`config.mk`:
```
export PLATFORM = sky130hd
export DESIGN_NAME = puf_response_collector
export DESIGN_NICKNAME = d
export VERILOG_FILES = /design/src/rtl/puf_response_collector.sv
export SDC_FILE = /design/constraint.sdc
export NUM_CORES = 1
export LEC_CHECK = 0
export CORE_MARGIN = 8
export CORE_UTILIZATION = 56
export CTS_BUF_LIST = sky130_fd_sc_hd__clkbuf_8
export DETAILED_ROUTE_END_ITERATION = 8
export HOLD_SLACK_MARGIN = 0.03
export PLACE_DENSITY_LB_ADDON = 0.15
export RECOVER_POWER = 100
export SLEW_MARGIN = 20
export SYNTH_ARGS = -nofsm -noshare
export SYNTH_HDL_FRONTEND = slang
export SYNTH_SLANG_ARGS = --single-unit
```
`constraint.sdc`:
```
create_clock -name Clk -period 4.7 [get_ports Clk]
set_input_delay 0.47 -clock Clk [delete_from_list [all_inputs] [get_ports Clk]]
set_output_delay 0.47 -clock Clk [all_outputs]
set_load 0.1 [all_outputs]
```
`src/rtl/puf_response_collector.sv`:
```
// puf_response_collector
// Drives an arbiter-PUF delay chain. For each response bit it launches VOTES
// races on one challenge and waits SETTLE cycles after each launch before it
// samples the arbiter. The majority of the samples becomes the bit. The
// challenge then advances by a 16-bit Fibonacci LFSR.
// Optional build macro: PUF_STABILITY_EN adds unstable_cnt. This output counts
// the bits whose votes were not unanimous.
module puf_response_collector #(
    parameter int RESP_W = 32,
    parameter int SETTLE = 4,
    parameter int VOTES  = 5
) (
    input  logic              Clk,
    input  logic              Rst,
    input  logic              start,
    input  logic [15:0]       seed,
    input  logic              arb_q,
    output logic [15:0]       challenge,
    output logic              launch,
    output logic [RESP_W-1:0] response,
    output logic              busy,
    output logic              done
`ifdef PUF_STABILITY_EN
    ,
    output logic [7:0]        unstable_cnt
`endif
);

    localparam int              IDX_W       = (RESP_W > 1) ? $clog2(RESP_W) : 1;
    localparam logic [IDX_W-1:0] LAST_IDX   = IDX_W'(RESP_W - 1);
    localparam logic [7:0]      SETTLE_LAST = 8'(SETTLE - 1);
    localparam logic [3:0]      VOTES_N     = 4'(VOTES);
    localparam logic [3:0]      HALF_VOTES  = 4'(VOTES / 2);

    typedef enum logic [2:0] {
        ST_IDLE,
        ST_LAUNCH,
        ST_SETTLE,
        ST_SAMPLE,
        ST_DECIDE,
        ST_DONE
    } state_t;

    state_t            state_reg, state_next;
    logic [15:0]       chal_reg, chal_next;
    logic [RESP_W-1:0] resp_reg, resp_next;
    logic [IDX_W-1:0]  idx_reg, idx_next;
    logic [3:0]        vote_reg, vote_next;
    logic [3:0]        ones_reg, ones_next;
    logic [7:0]        settle_reg, settle_next;
`ifdef PUF_STABILITY_EN
    logic [7:0]        unst_reg, unst_next;
`endif

    logic [15:0] chal_lfsr;
    logic        decided_bit;

    // Next challenge: shift left, feedback from taps 15,13,12,10 into bit 0
    assign chal_lfsr   = {chal_reg[14:0], chal_reg[15] ^ chal_reg[13] ^ chal_reg[12] ^ chal_reg[10]};
    // Strict majority of ones among the VOTES samples of this bit
    assign decided_bit = (ones_reg > HALF_VOTES);

    // State register and datapath registers, async reset to the idle/zero state
    always_ff @(posedge Clk or posedge Rst) begin
        if (Rst) begin
            state_reg  <= ST_IDLE;
            chal_reg   <= 16'h0000;
            resp_reg   <= '0;
            idx_reg    <= '0;
            vote_reg   <= 4'd0;
            ones_reg   <= 4'd0;
            settle_reg <= 8'd0;
`ifdef PUF_STABILITY_EN
            unst_reg   <= 8'd0;
`endif
        end else begin
            state_reg  <= state_next;
            chal_reg   <= chal_next;
            resp_reg   <= resp_next;
            idx_reg    <= idx_next;
            vote_reg   <= vote_next;
            ones_reg   <= ones_next;
            settle_reg <= settle_next;
`ifdef PUF_STABILITY_EN
            unst_reg   <= unst_next;
`endif
        end
    end

    // Next-state and datapath update; everything holds unless a state changes it
    always_comb begin
        state_next  = state_reg;
        chal_next   = chal_reg;
        resp_next   = resp_reg;
        idx_next    = idx_reg;
        vote_next   = vote_reg;
        ones_next   = ones_reg;
        settle_next = settle_reg;
`ifdef PUF_STABILITY_EN
        unst_next   = unst_reg;
`endif
        case (state_reg)
            ST_IDLE: begin
                if (start) begin
                    state_next  = ST_LAUNCH;
                    // An all-zero challenge would lock the LFSR, so substitute all-ones
                    chal_next   = (seed == 16'h0000) ? 16'hFFFF : seed;
                    resp_next   = '0;
                    idx_next    = '0;
                    vote_next   = 4'd0;
                    ones_next   = 4'd0;
                    settle_next = 8'd0;
`ifdef PUF_STABILITY_EN
                    unst_next   = 8'd0;
`endif
                end
            end
            ST_LAUNCH: begin
                state_next  = ST_SETTLE;
                settle_next = 8'd0;
            end
            ST_SETTLE: begin
                if (settle_reg == SETTLE_LAST) begin
                    state_next = ST_SAMPLE;
                end else begin
                    settle_next = settle_reg + 8'd1;
                end
            end
            ST_SAMPLE: begin
                ones_next = ones_reg + {3'b000, arb_q};
                vote_next = vote_reg + 4'd1;
                if ((vote_reg + 4'd1) < VOTES_N) begin
                    state_next = ST_LAUNCH;
                end else begin
                    state_next = ST_DECIDE;
                end
            end
            ST_DECIDE: begin
                resp_next = {resp_reg[RESP_W-2:0], decided_bit};
                chal_next = chal_lfsr;
                vote_next = 4'd0;
                ones_next = 4'd0;
`ifdef PUF_STABILITY_EN
                if ((ones_reg != 4'd0) && (ones_reg != VOTES_N) && (unst_reg != 8'hFF)) begin
                    unst_next = unst_reg + 8'd1;
                end
`endif
                if (idx_reg == LAST_IDX) begin
                    state_next = ST_DONE;
                end else begin
                    idx_next   = idx_reg + IDX_W'(1);
                    state_next = ST_LAUNCH;
                end
            end
            ST_DONE: begin
                state_next = ST_IDLE;
            end
            default: begin
                state_next = ST_IDLE;
            end
        endcase
    end

    assign challenge = chal_reg;
    assign response  = resp_reg;
    assign launch    = (state_reg == ST_LAUNCH);
    assign done      = (state_reg == ST_DONE);
    assign busy      = (state_reg != ST_IDLE);
`ifdef PUF_STABILITY_EN
    assign unstable_cnt = unst_reg;
`endif

endmodule
```
==> results list, run 1 <==
- The number of placed instances, taps included, is 420.
* Global routing met1 resource utilization: 23.8%
- Maximum number of pins on one net before global-route repair: 40
- Compound-Gate Fraction of Synth Area: 22.8%
- Counting flops and latches in the post-synthesis netlist gives 72.
* Fraction of met2 tracks used by global routing: 28.7%
- The number of slew-limit violations in the final report came to 35.
* Routed Wire Length: 7400 um
* Per-cell via count in the routed design: 5.89
- Area growth from synthesis to final layout: 26.8%
* Synth Area in XOR/XNOR: 1.08%
* Sequential area share after synthesis: 55.6%
- Dividing the final minimum period by the clock period gives 69.0%.
- Highest clock frequency the design can meet: 308 MHz
- IR Drop Worst-Case VDD: 544 uV
- No sink is reached through more buffers than the 2 on the longest clock path.
- The synthesized design spends more area on one cell type than any other, namely sky130_fd_sc_hd__dfrtp_1.
- First-pass GRT wire length: 12700 um
* Worst Path Required: 4830 ps
- Number of buffers added on ports: 70
- In this run the vertical extent of the chip is 92.1 um.
- In this run the mean area of a mapped cell was 11.1 um^2.
* Max-cap violations: 1
* Global route overflow: 0
- Die Area: 0.00848 mm^2
- Via count: 2562
* Crit-path max FO: 39
- DRT antenna net count: 0
- The number of hold violations in the final report is 0.
- Starting DRC count in detailed routing: 187
- Yosys cell types: 41
- Starting Density: 58.5%
* Post-Syn Instances: 293
- The number of global-route vias before repair was 2571.
- Measured against its own limit, the worst slew margin works out to -15.9%.
* Clock-pin transition on the worst setup and hold timing paths: 70 ps
- The analysis attributes to cell leakage a power of 1.96 nW.
* Clock sink count: 72
- Worst Hold Depth: 1
- Detailed placement ended at an HPWL of 5270 um.
- STA puts the critical path data arrival time at 3370 ps.
- Setup repair after global routing missed its margin: no
* Initial antenna violation count: 0
- Post CTS Setup Buffer Count: 0
- The flow ran to the end, but the final reports show violations.
* Nature of the critical path endpoint: asynchronous set/reset pin
* Post-route DRC violation count: 0
- In the global route stage, overall resource usage came out at 18.4%.
- In the final timing run, aggregate negative setup slack is 0 ps.
- In this run the worst setup path begins at Rst.
- Worst hold slack: 477 ps
- For the pin with the worst max-slew slack, the measured transition is 1740 ps.
- The tightest min-delay check is of the reg2reg type.
- In the final layout, the share of cells above drive strength 1 is 4.68%.
- Dividing total power by cell area gives a power density of 600 mW/mm^2.
- Mux cell area share after synthesis: 2.55%
- Kind of critical path: in2async
* Critical path capture point: response[7]
* Origin of the critical flop-to-flop path: state_reg[2]
- For this design, the CTS-stage hold fixing added 0 buffers.
- The synthesized netlist occupies a cell area of 0.00324 mm^2.
- Antenna diodes: 0
* Clock latency reported for the late side of the worst-skew pair: 340 ps
* WL per Instance: 17.0 um
- Post-route non-filler standard cell count: 435
* First drt pass iteration count: 4
- Fraction of the mapped netlist area in adder cells: 2.32%
- At the end of routability-driven placement, the weighted congestion stood at 0.804.
* Number of buffers added by the clock tree synthesis step: 9
- Final cell utilization of the core: 74.2%
- Critical Path Source Type: primary input
* Syn Nets: 319
- Core footprint: 0.00554 mm^2
* Fraction of synthesized cell area taken by the top area cell type: 55.6%
* Clock period minus worst slack: 3240 ps
- Top post-synthesis cells by area: sky130_fd_sc_hd__dfrtp_1 56%, sky130_fd_sc_hd__a22o_1 10%, sky130_fd_sc_hd__nand2_1 3.8%
- The register with the most flip-flops in the layout has 32 of them.
* Met3 routing resource usage after global routing: 5.87%
- TritonCTS clock tree: yes
- Counting the fill cells in the layout gives 391.
- Die outline width: 92.1 um
- After the last flow step, the layout net total stands at 385.
* H-tree levels: 3
- The global routing stage identified its most utilized layer as met2.
- Capture point of the worst reg-to-reg path: challenge[11]
- Length in cells of the worst reg-to-reg path: 4
- For this run, the number of Yosys warnings is 0.
- Clock skew on the completed layout was measured at 4.07 ps.
- The worst register-to-register path has a setup slack of 2050 ps.
- The root buffer cell chosen for the clock tree is sky130_fd_sc_hd__clkbuf_8.
- Post_cts resized: 0
* Main combinational cell family by area after synthesis: compound AO/OA/AOI/OAI gates
- The synthesized netlist devotes 12.7% of its cell area to simple gates.
- Setup violations remaining at the end of the flow were counted as 0.
- Violations in the final reports: capacitance limit, slew limit
- Total number of placement rows: 27
* Number of top-level design ports: 71
## Yosys cell counts
| master | n |
|---|---|
| sky130_fd_sc_hd__o21ai_0 | 13 |
| sky130_fd_sc_hd__nor3b_1 | 1 |
| sky130_fd_sc_hd__and3b_1 | 1 |
| sky130_fd_sc_hd__a2bb2oi_1 | 12 |
| sky130_fd_sc_hd__nand3_1 | 6 |
| sky130_fd_sc_hd__nand4_1 | 2 |
| sky130_fd_sc_hd__a31oi_1 | 1 |
| sky130_fd_sc_hd__mux2i_1 | 6 |
| sky130_fd_sc_hd__and3_1 | 3 |
| sky130_fd_sc_hd__a21oi_2 | 1 |
| sky130_fd_sc_hd__a211o_1 | 2 |
| sky130_fd_sc_hd__a211oi_1 | 2 |
| sky130_fd_sc_hd__mux2_2 | 2 |
| sky130_fd_sc_hd__ha_1 | 6 |
| sky130_fd_sc_hd__a21o_1 | 1 |
| sky130_fd_sc_hd__o21ai_1 | 13 |
| sky130_fd_sc_hd__nand2b_1 | 7 |
| sky130_fd_sc_hd__nor2_1 | 7 |
| sky130_fd_sc_hd__or3_1 | 5 |
| sky130_fd_sc_hd__a21boi_0 | 1 |
| sky130_fd_sc_hd__inv_2 | 2 |
| sky130_fd_sc_hd__dfrtp_1 | 72 |
| sky130_fd_sc_hd__nand4b_1 | 2 |
| sky130_fd_sc_hd__nor4_1 | 6 |
| sky130_fd_sc_hd__a21oi_1 | 10 |
| sky130_fd_sc_hd__nor3_1 | 3 |
| sky130_fd_sc_hd__and2_1 | 1 |
| sky130_fd_sc_hd__or2_1 | 1 |
| sky130_fd_sc_hd__clkbuf_1 | 12 |
| sky130_fd_sc_hd__or4b_4 | 1 |
| sky130_fd_sc_hd__nor2b_1 | 1 |
| sky130_fd_sc_hd__o211ai_2 | 1 |
| sky130_fd_sc_hd__xnor2_1 | 2 |
| sky130_fd_sc_hd__inv_1 | 3 |
| sky130_fd_sc_hd__nand2_1 | 33 |
| sky130_fd_sc_hd__buf_2 | 6 |
| sky130_fd_sc_hd__o2111a_1 | 1 |
| sky130_fd_sc_hd__a22o_1 | 37 |
| sky130_fd_sc_hd__o221a_1 | 4 |
| sky130_fd_sc_hd__xor2_1 | 2 |
| sky130_fd_sc_hd__nand3b_1 | 1 |
## routing by layer
metal,share of wire (%),vias to the layer above
met5,0,-
met4,1.3,0
met3,6.8,12
met2,47,83
met1,45,1239
li1,-,1228
## cell families after synthesis
logic type,count (synthesis)
xor+xnor,4
compound gates,99
simple gates,81
mux,8
buf+inv,23
fa+ha+maj,6
flops,72
## cell type report
| type | instances | area, um^2 | area share (%) |
|---|---|---|---|
| repair buffers | 73 | 712 | 17.3 |
| flip-flops and latches | 72 | 1800 | 43.8 |
| clock inverters | 6 | 30.0 | 0.731 |
| multi-input cells | 198 | 1330 | 32.5 |
| well taps | 72 | 90.1 | 2.19 |
| clock buffers | 9 | 124 | 3.01 |
| inverters | 5 | 18.8 | 0.457 |
## critical path: stages
cell and delay [ps]:
sky130_fd_sc_hd__dlygate4sd3_1 530, sky130_fd_sc_hd__inv_1 1020, sky130_fd_sc_hd__clkbuf_1 1340
## through the flow
stage	cell area [um^2]	setup WS, ps	total power [mW]
2_1_floorplan	3240	1540	1.84
6_report	4110	1460	2.47
4_1_cts	4140	1680	2.53
3_5_place_dp	3990	1980	2.14
5_1_grt	4110	793	2.60
3_3_place_gp	3990	2040	2.11
## power breakdown
group	internal, mW	total (mW)	leakage [nW]	switching (mW)
clock	0.181	0.394	0.0872	0.212
combinational	0.307	1.22	0.907	0.909
sequential	0.731	0.857	0.962	0.126
total	1.22	2.47	1.96	1.25
## cell usage in the layout (no fill, tap or decap), drive strengths merged, types with 2 or more instances in the layout
| master | synthesis | routed |
|---|---|---|
| clkdlybuf4s50 | 0 | 17 |
| inv | 5 | 7 |
| a22o | 37 | 37 |
| nand2b | 7 | 7 |
| nand4 | 2 | 2 |
| nand2 | 33 | 33 |
| nor2 | 7 | 7 |
| xnor2 | 2 | 2 |
| or3 | 5 | 5 |
| a2bb2oi | 12 | 12 |
| clkbuf | 12 | 12 |
| nand4b | 2 | 2 |
| xor2 | 2 | 2 |
| clkinv | 0 | 3 |
| nor3 | 3 | 3 |
| a21oi | 11 | 11 |
| a211oi | 2 | 2 |
| mux2 | 2 | 2 |
| o221a | 4 | 4 |
| nor4 | 6 | 6 |
| dfrtp | 72 | 72 |
| o21ai | 26 | 26 |
| nand3 | 6 | 6 |
| a211o | 2 | 2 |
| dlygate4sd3 | 0 | 53 |
| and3 | 3 | 3 |
| mux2i | 6 | 6 |
| ha | 6 | 6 |
## worst min path at each step
| stage | from | end |
|---|---|---|
| 2_1_floorplan | ones_reg[3] | ones_reg[3] |
| 3_3_place_gp | ones_reg[3] | ones_reg[3] |
| 3_5_place_dp | ones_reg[3] | ones_reg[3] |
| 4_1_cts | ones_reg[3] | ones_reg[3] |
| 5_1_grt | ones_reg[3] | ones_reg[3] |
| 6_report | ones_reg[3] | ones_reg[3] |
No activity file was read; power rests on OpenSTA's default activity.
==> run 2, diff against run 1 <==
--- a/config.mk
+++ b/config.mk
@@ -6,7 +6,7 @@
 export NUM_CORES = 1
 export LEC_CHECK = 0
 export CORE_MARGIN = 8
-export CORE_UTILIZATION = 56
+export CORE_UTILIZATION = 52
 export CTS_BUF_LIST = sky130_fd_sc_hd__clkbuf_8
 export DETAILED_ROUTE_END_ITERATION = 8
 export HOLD_SLACK_MARGIN = 0.03
==> constraint.sdc (replaced) <==
create_clock -name Clk -period 3.2 [get_ports Clk]
set_input_delay 0.32 -clock Clk [delete_from_list [all_inputs] [get_ports Clk]]
set_output_delay 0.32 -clock Clk [all_outputs]
set_load 0.1 [all_outputs]
==> results list, run 2 (synthesis results as in run 1) <==
- Post-DP HPWL: 5070 um (was 5270 um)
- The number of DRC violations after detailed routing came to 0 (unchanged).
- Stage delay of the slowest cell on the critical path: 670 ps (was 1340 ps)
- The number of nets with antenna violations after routing came to 0 (unchanged).
- The net switching power figure was 1.88 mW (was 1.25 mW).
- Most common cell after layout, fill and taps aside: sky130_fd_sc_hd__dfrtp_1 (unchanged)
* Highest clock frequency the design can meet: 375 MHz
* Post-route non-filler standard cell count: 439 (was 435)
- Max Slew Vio Count: 0 (was 35)
- Post_cts resized: 0 (unchanged)
- Layout Cell Area excl Fill: 0.00420 mm^2 (was 0.00411 mm^2)
* Internal power: 2.04 mW (was 1.22 mW)
- Routed Wire Length: 7450 um (was 7400 um)
- The element type at the critical path start is a register (was primary input).
- Gpl congestion: 0.823 (was 0.804)
- Per-cell via count in the routed design: 5.86 (was 5.89)
- Of the available clock period, the critical path in the final layout requires 83.3%.
- The full die area is 0.00902 mm^2 (was 0.00848 mm^2).
- Max reg flops: 32 (unchanged)
* Die outline width: 95.0 um (was 92.1 um)
- The number of clock sinks seen by CTS was 72 (unchanged).
- Ordered list of cells on the worst path: or2_0, and2_0, nand3_1, o221a_1 (was dlygate4sd3_1, inv_1, clkbuf_1)
- The setup slack on the worst flop-to-flop path is 530 ps (was 2050 ps).
- The count of port buffers added during placement came to 70 (unchanged).
- The combinational share of power is 45.7% (was 49.3%).
- Clock latency reported for the late side of the worst-skew pair: 350 ps (was 340 ps)
* Die extent in y: 95.0 um (was 92.1 um)
- The maximum fanout along the worst path was 18 (was 39).
- The sort of element at the end of the critical path was a register (was asynchronous set/reset pin).
- The level count of the clock H-tree was 3 (unchanged).
* Final setup violating endpoints: 0 (unchanged)
- The worst-case clock skew is 10.6 ps (was 4.07 ps).
- The buffering stage count on the worst path with inverters included was 0 (was 3).
- The worst max-slew margin expressed relative to the limit is 4.91% (was -15.9%).
- Length in cells of the worst reg-to-reg path: 4 (unchanged)
- Most frequent cells in the layout: 72 x sky130_fd_sc_hd__dfrtp_1, 49 x sky130_fd_sc_hd__dlygate4sd3_1, 37 x sky130_fd_sc_hd__a22o_1, 33 x sky130_fd_sc_hd__nand2_1, 19 x sky130_fd_sc_hd__o21ai_0 (was 72 x sky130_fd_sc_hd__dfrtp_1, 53 x sky130_fd_sc_hd__dlygate4sd3_1, 37 x sky130_fd_sc_hd__a22o_1, 33 x sky130_fd_sc_hd__nand2_1, 20 x sky130_fd_sc_hd__o21ai_0).
- The post-place instance area was 0.00401 mm^2 (was 0.00399 mm^2).
- Via count: 2574 (was 2562)
- The maximum number of pins on one net before global-route repair is 42 (was 40).
- The clock edge transition at the registers on the reported setup and hold paths came to 80 ps (was 70 ps).
- The placeable core area is 0.00599 mm^2 (was 0.00554 mm^2).
* WL per Instance: 17.0 um (about the same)
- Filler cells: 431 (was 391)
* Area growth from synthesis to final layout: 29.6% (was 26.8%)
* Ratio of cells with drive above 1 in the final layout: 6.04% (was 4.68%)
- The most used routing layer in global routing was met2 (unchanged).
- The worst ir drop on vdd came to 920 uV (was 544 uV).
- The critical path required time came to 3430 ps (was 4830 ps).
* Met3 routing resource usage after global routing: 4.76% (was 5.87%)
- Via count of the first global-routing pass: 2546 (was 2571)
- The max-capacitance violation count came to 0 (was 1).
- The buffer depth of the longest clock path is 2 (unchanged).
- Global route overflow: 0 (unchanged)
* Accumulated negative setup slack: 0 ps (unchanged)
* First drt pass iteration count: 4 (unchanged)
- The row count was 28 (was 27).
* Fraction of power spent switching nets: 47.8% (was 50.6%)
- The type of the worst min-delay path was reg2reg (unchanged).
- Hold path startpoint: ones_reg[3] (unchanged)
- Pwr Density: 933 mW/mm^2 (was 600 mW/mm^2)
- Post CTS Setup Buffer Count: 0 (unchanged)
- The overall track demand over capacity in global routing was 17.4% (was 18.4%).
- The leakage component of the power was 1.98 nW (was 1.96 nW).
- Starting DRC count in detailed routing: 124 (was 187)
- The number of cells in the design after placement is 423 (was 420).
- The clock root buffer master is sky130_fd_sc_hd__clkbuf_8 (unchanged).
* Worst min-delay path endpoint: ones_reg[3] (unchanged)
- CP max-delay cell: sky130_fd_sc_hd__nand3_1 (was sky130_fd_sc_hd__clkbuf_1)
- Starting Density: 54.1% (was 58.5%)
* Count of endpoints failing hold in the final timing report: 0 (unchanged)
* Origin of the critical flop-to-flop path: state_reg[2] (unchanged)
- Cell family with the largest share of critical-path delay: simple AND/OR/NAND/NOR gates (was buffers and inverters)
- The register share of total power is 32.0% (was 34.7%).
- Slew at the pin with the worst max-slew slack: 1430 ps (was 1740 ps)
- Nets: 385 (unchanged)
- The TritonCTS clock tree is yes (unchanged).
- Initial antenna violation count: 0 (unchanged)
- The worst path needs 2670 ps of the cycle, external delays included.
- The arrival time reported for the critical path endpoint is 2900 ps (was 3370 ps).
- The count of cells along the worst hold path is 1 (unchanged).
- The number of top-level design ports is 71 (unchanged).
- First-pass GRT wire length: 12500 um (was 12700 um)
- Status: finished, final reports clean (was complete, but fails checks)
- The endpoint of the worst-slack reg-to-reg timing path is challenge[11] (unchanged).
* Antenna diodes: 0 (unchanged)
- The global routing met2 resource utilization is 25.7% (was 28.7%).
* Number of buffers added by the clock tree synthesis step: 9 (unchanged)
- Kind of critical path: reg2reg (was in2async)
- Clock Power Share: 22.3% (was 16.0%)
- The number of hold buffers added after cts is 0 (unchanged).
- Global routing met1 resource utilization: 23.0% (was 23.8%)
- Setup repair after global routing missed its margin: no (unchanged)
[run 2: changes by cell type in the layout (fill, tap and decap cells not counted), sizes merged]
cell / before / now
clkbuf: 12 / 14
clkinv: 3 / 1
bufinv: 0 / 3
buf: 0 / 1
clkdlybuf4s50: 17 / 18
clkinvlp: 1 / 2
dlygate4sd3: 53 / 49
inv: 7 / 6
[run 2: through the flow]
stage	power [mW]	worst slack [ps]	hold slack (ps)	utilization (%)
floorplan	2.71	191	442	-
global placement	3.11	672	459	66.9
detailed placement	3.14	644	466	66.9
CTS	4.01	828	403	70.9
finish	3.92	534	484	70.1
global route	4.12	306	511	70.1
[run 2: power groups by stage]
stage                     Clock (mW)  Combinational, mW  Sequential [mW]
final                          0.875               1.79             1.26
after floorplan                    0              0.772             1.93
after global placement             0               1.84             1.27
after global routing           0.927               1.91             1.28
after detailed placement           0               1.86             1.28
after CTS                      0.882               1.87             1.26
[run 2: routing by layer]
metal / wire [um] / up-vias
li1: - / 1230
met3: 426 / 8
met4: 103 / 0
met1: 3410 / 1269
met5: 0 / -
met2: 3510 / 67
[run 2: final cells by class]
type	count	area (um^2)	area share [%]
Sequential cell	72	1800	42.9
Multi-Input combinational cell	198	1330	31.7
Timing Repair Buffer	73	711	16.9
Clock buffer	9	124	2.95
Clock inverter	7	119	2.83
Tap cell	75	93.8	2.23
Inverter	5	18.8	0.447
[run 2: worst reg2reg max path, cell delays in order (launching register included)]
cell	delay, ps
sky130_fd_sc_hd__dfrtp_1	600
sky130_fd_sc_hd__or2_0	220
sky130_fd_sc_hd__and2_0	640
sky130_fd_sc_hd__nand3_1	670
sky130_fd_sc_hd__o221a_1	430
[run 2: how the worst max path moves through the flow]
stage                            start            end  slack [ps]  cells past startpoint
after floorplan           state_reg[2]         launch         190                      2
after global placement           start   challenge[0]         670                      5
after detailed placement         start   challenge[0]         640                      5
after CTS                 state_reg[1]  challenge[11]         830                      4
final                     state_reg[2]  challenge[11]         530                      4
after global routing      state_reg[2]  challenge[11]         310                      4
==> run 3, diff against run 2 <==
--- a/config.mk
+++ b/config.mk
@@ -6,7 +6,7 @@
 export NUM_CORES = 1
 export LEC_CHECK = 0
 export CORE_MARGIN = 8
-export CORE_UTILIZATION = 52
+export CORE_UTILIZATION = 47
 export CTS_BUF_LIST = sky130_fd_sc_hd__clkbuf_8
 export DETAILED_ROUTE_END_ITERATION = 8
 export HOLD_SLACK_MARGIN = 0.03
==> constraint.sdc (replaced) <==
create_clock -name Clk -period 2.3 [get_ports Clk]
set_input_delay 0.23 -clock Clk [delete_from_list [all_inputs] [get_ports Clk]]
set_output_delay 0.23 -clock Clk [all_outputs]
set_load 0.1 [all_outputs]
==> results list, run 3 (synthesis results as in run 1) <==
* Most frequent cells in the layout: 72 x sky130_fd_sc_hd__dfrtp_1, 50 x sky130_fd_sc_hd__clkbuf_1, 37 x sky130_fd_sc_hd__a22o_1, 33 x sky130_fd_sc_hd__nand2_1, 20 x sky130_fd_sc_hd__o21ai_0 (was 72 x sky130_fd_sc_hd__dfrtp_1, 49 x sky130_fd_sc_hd__dlygate4sd3_1, 37 x sky130_fd_sc_hd__a22o_1, 33 x sky130_fd_sc_hd__nand2_1, 19 x sky130_fd_sc_hd__o21ai_0)
- The final hold slack came to 480 ps (was 484 ps).
- Ordered list of cells on the worst path: ha_1, or4b_4, o211ai_1, a211oi_1, mux2i_1 (was or2_0, and2_0, nand3_1, o221a_1)
- The number of hold buffers added after cts came to 0 (unchanged).
* Reg area: 0.00180 mm^2 (unchanged)
* Part of the cycle the worst path needs: 88.3% (was 83.3%)
* Hold path startpoint: ones_reg[3] (unchanged)
- The number of global-route vias before repair was 2524 (was 2546).
* Worst slew margin relative to its limit: -2.78% (was 4.91%)
* Core footprint: 0.00672 mm^2 (was 0.00599 mm^2)
- Worst Path Required: 2510 ps (was 3430 ps)
* IR Drop Worst-Case VDD: 449 uV (was 920 uV)
* Per-cell via count in the routed design: 5.71 (was 5.86)
* Maximum number of pins on one net before global-route repair: 73 (was 42)
- Initial antenna violation count: 0 (unchanged)
* Via count: 2575 (was 2574)
- Cell family with the largest share of critical-path delay: compound AO/OA/AOI/OAI gates (was simple AND/OR/NAND/NOR gates)
- Antenna diodes: 0 (unchanged)
- The TritonCTS clock tree was yes (unchanged).
- The final design area excluding fillers was 0.00396 mm^2 (was 0.00420 mm^2).
- Crit-path max FO: 7 (was 18)
* CP Data Arrival Time: 2240 ps (was 2900 ps)
* Area growth from synthesis to final layout: 22.2% (was 29.6%)
- Die outline width: 99.1 um (was 95.0 um)
* Number of top-level design ports: 71 (unchanged)
- The number of slew-limit violations in the final report came to 73 (was 0).
* Root cell of the clock tree: sky130_fd_sc_hd__clkbuf_8 (unchanged)
- Post-DP HPWL: 5200 um (was 5070 um)
- Worst Setup Slack post-DPL: 287 ps (was 644 ps)
- The final estimated routing congestion in global placement is 0.789 (was 0.823).
- Post-route non-filler standard cell count: 451 (was 439)
* Status: complete, but fails checks (was finished, final reports clean)
- The max-capacitance violation count came to 1 (was 0).
- The checks that failed: capacitance limit, slew limit.
- The overall track demand over capacity in global routing is 16.0% (was 17.4%).
- Global route overflow: 0 (unchanged)
- The first-pass iteration count of the detailed router is 4 (unchanged).
- Origin of the critical flop-to-flop path: settle_reg[1] (was state_reg[2])
* Multi-input gate area in the final layout: 0.00135 mm^2 (was 0.00133 mm^2)
- The type of the worst min-delay path is reg2reg (unchanged).
- The row count was 30 (was 28).
- The number of cells in the design after placement was 435 (was 423).
- Filler cells: 590 (was 431)
* Post-route DRC violation count: 0 (unchanged)
- The worst-case clock skew was 7.52 ps (was 10.6 ps).
- The met1 track utilization from global routing is 21.6% (was 23.0%).
- The kind of critical path is reg2reg (unchanged).
- Max reg flops: 32 (unchanged)
* Final setup violating endpoints: 0 (unchanged)
- Number of buffers added by the clock tree synthesis step: 9 (unchanged)
- The wire length after detailed routing was 7730 um (was 7450 um).
* H-tree levels: 3 (unchanged)
- Starting DRC count in detailed routing: 91 (was 124)
* Pwr Density: 1350 mW/mm^2 (was 933 mW/mm^2)
- Deepest clock path buffer count: 2 (unchanged)
- Critical Path Source Type: register (unchanged)
- The initial core utilization is 48.2% (was 54.1%).
- The cell at the slowest stage of the critical path is sky130_fd_sc_hd__or4b_4 (was sky130_fd_sc_hd__nand3_1).
- Number of buffers added on ports: 70 (unchanged)
- The most used routing layer in global routing is met2 (unchanged).
* Setup repair after global routing missed its margin: no (unchanged)
- The average detailed-routed wire length per instance came to 17.1 um (was 17.0 um).
* Bufs and invs on worst path: 0 (unchanged)
- The total number of nets in the final design is 392 (was 385).
* Slew at the pin with the worst max-slew slack: 1540 ps (was 1430 ps)
- The start point of the critical path is settle_reg[1] (was state_reg[2]).
- The largest stage delay on the critical path came to 490 ps (was 670 ps).
* Post CTS Setup Buffer Count: 0 (unchanged)
- Clock period minus worst slack: 2030 ps (was 2670 ps)
- Most common cell after layout, fill and taps aside: sky130_fd_sc_hd__dfrtp_1 (unchanged)
- Die extent in y: 99.1 um (was 95.0 um)
- The number of hold violations in the final report came to 0 (unchanged).
* DRT antenna net count: 0 (unchanged)
* Clock sink count: 72 (unchanged)
- The fraction of final layout cells sized beyond drive strength 1 came to 9.16% (was 6.04%).
- The highest achievable clock rate came to 493 MHz (was 375 MHz).
- Fraction of met2 tracks used by global routing: 23.2% (was 25.7%)
- The clock network latency to the later pin of the worst-skew pair came to 340 ps (was 350 ps).
- Met3 routing resource usage after global routing: 4.44% (was 4.76%)
* Accumulated negative setup slack: 0 ps (unchanged)
- Fin worst setup slack: 270 ps (was 534 ps)
- First-pass GRT wire length: 12700 um (was 12500 um)
- Leakage: 1.79 nW (was 1.98 nW)
- The post-cts resize count came to 0 (unchanged).
- Cell area reported after detailed placement: 0.00396 mm^2 (was 0.00401 mm^2)
* Die Area: 0.00981 mm^2 (was 0.00902 mm^2)
- Clock-pin transition on the worst setup and hold timing paths: 80 ps (about the same)
- The sort of element at the end of the critical path was a register (unchanged).
run 3: routing by layer:
| layer | up-vias | share of wire, % |
|---|---|---|
| met5 | - | 0 |
| met4 | 0 | 1.4 |
| met3 | 8 | 5.0 |
| met2 | 49 | 44 |
| met1 | 1279 | 49 |
| li1 | 1239 | - |
run 3: path summary, 6_finish.rpt:
check / depth (start not counted) / end / slack, ps
max in group asynchronous: 3 / challenge[11] / 640
min in group asynchronous: 3 / response[21] / 740
worst max-delay path: 5 / settle_reg[3] / 270
worst min register to register: 1 / ones_reg[3] / 480
worst max register to register: 5 / settle_reg[3] / 270
worst min-delay path: 1 / ones_reg[3] / 480
run 3: power breakdown:
group          switching (mW)  total (mW)  internal [mW]
registers               0.222        1.72           1.49
clock network           0.485        1.13          0.646
logic                    1.93        2.48          0.551
total                    2.64        5.33           2.69
run 3: metrics by stage:
step / total power, mW / util [%]
after floorplan: 3.77 / -
after global placement: 4.36 / 58.9
after detailed placement: 4.40 / 58.9
after CTS: 5.53 / 62.3
after global routing: 5.59 / 59.0
final: 5.33 / 59.0
run 3: cell type report:
type                    count  share of cell area, %
flip-flops and latches     72                   45.5
clock buffers              10                   3.47
inverters                   5                  0.474
clock inverters             6                   2.31
well taps                  80                   2.53
repair buffers             80                   11.7
multi-input cells         198                   34.0
run 3: worst reg2reg max path: stages (launching register included):
cell and delay, ps:
sky130_fd_sc_hd__dfrtp_1 400, sky130_fd_sc_hd__ha_1 240, sky130_fd_sc_hd__or4b_4 490, sky130_fd_sc_hd__o211ai_1 460, sky130_fd_sc_hd__a211oi_1 170, sky130_fd_sc_hd__mux2i_1 150
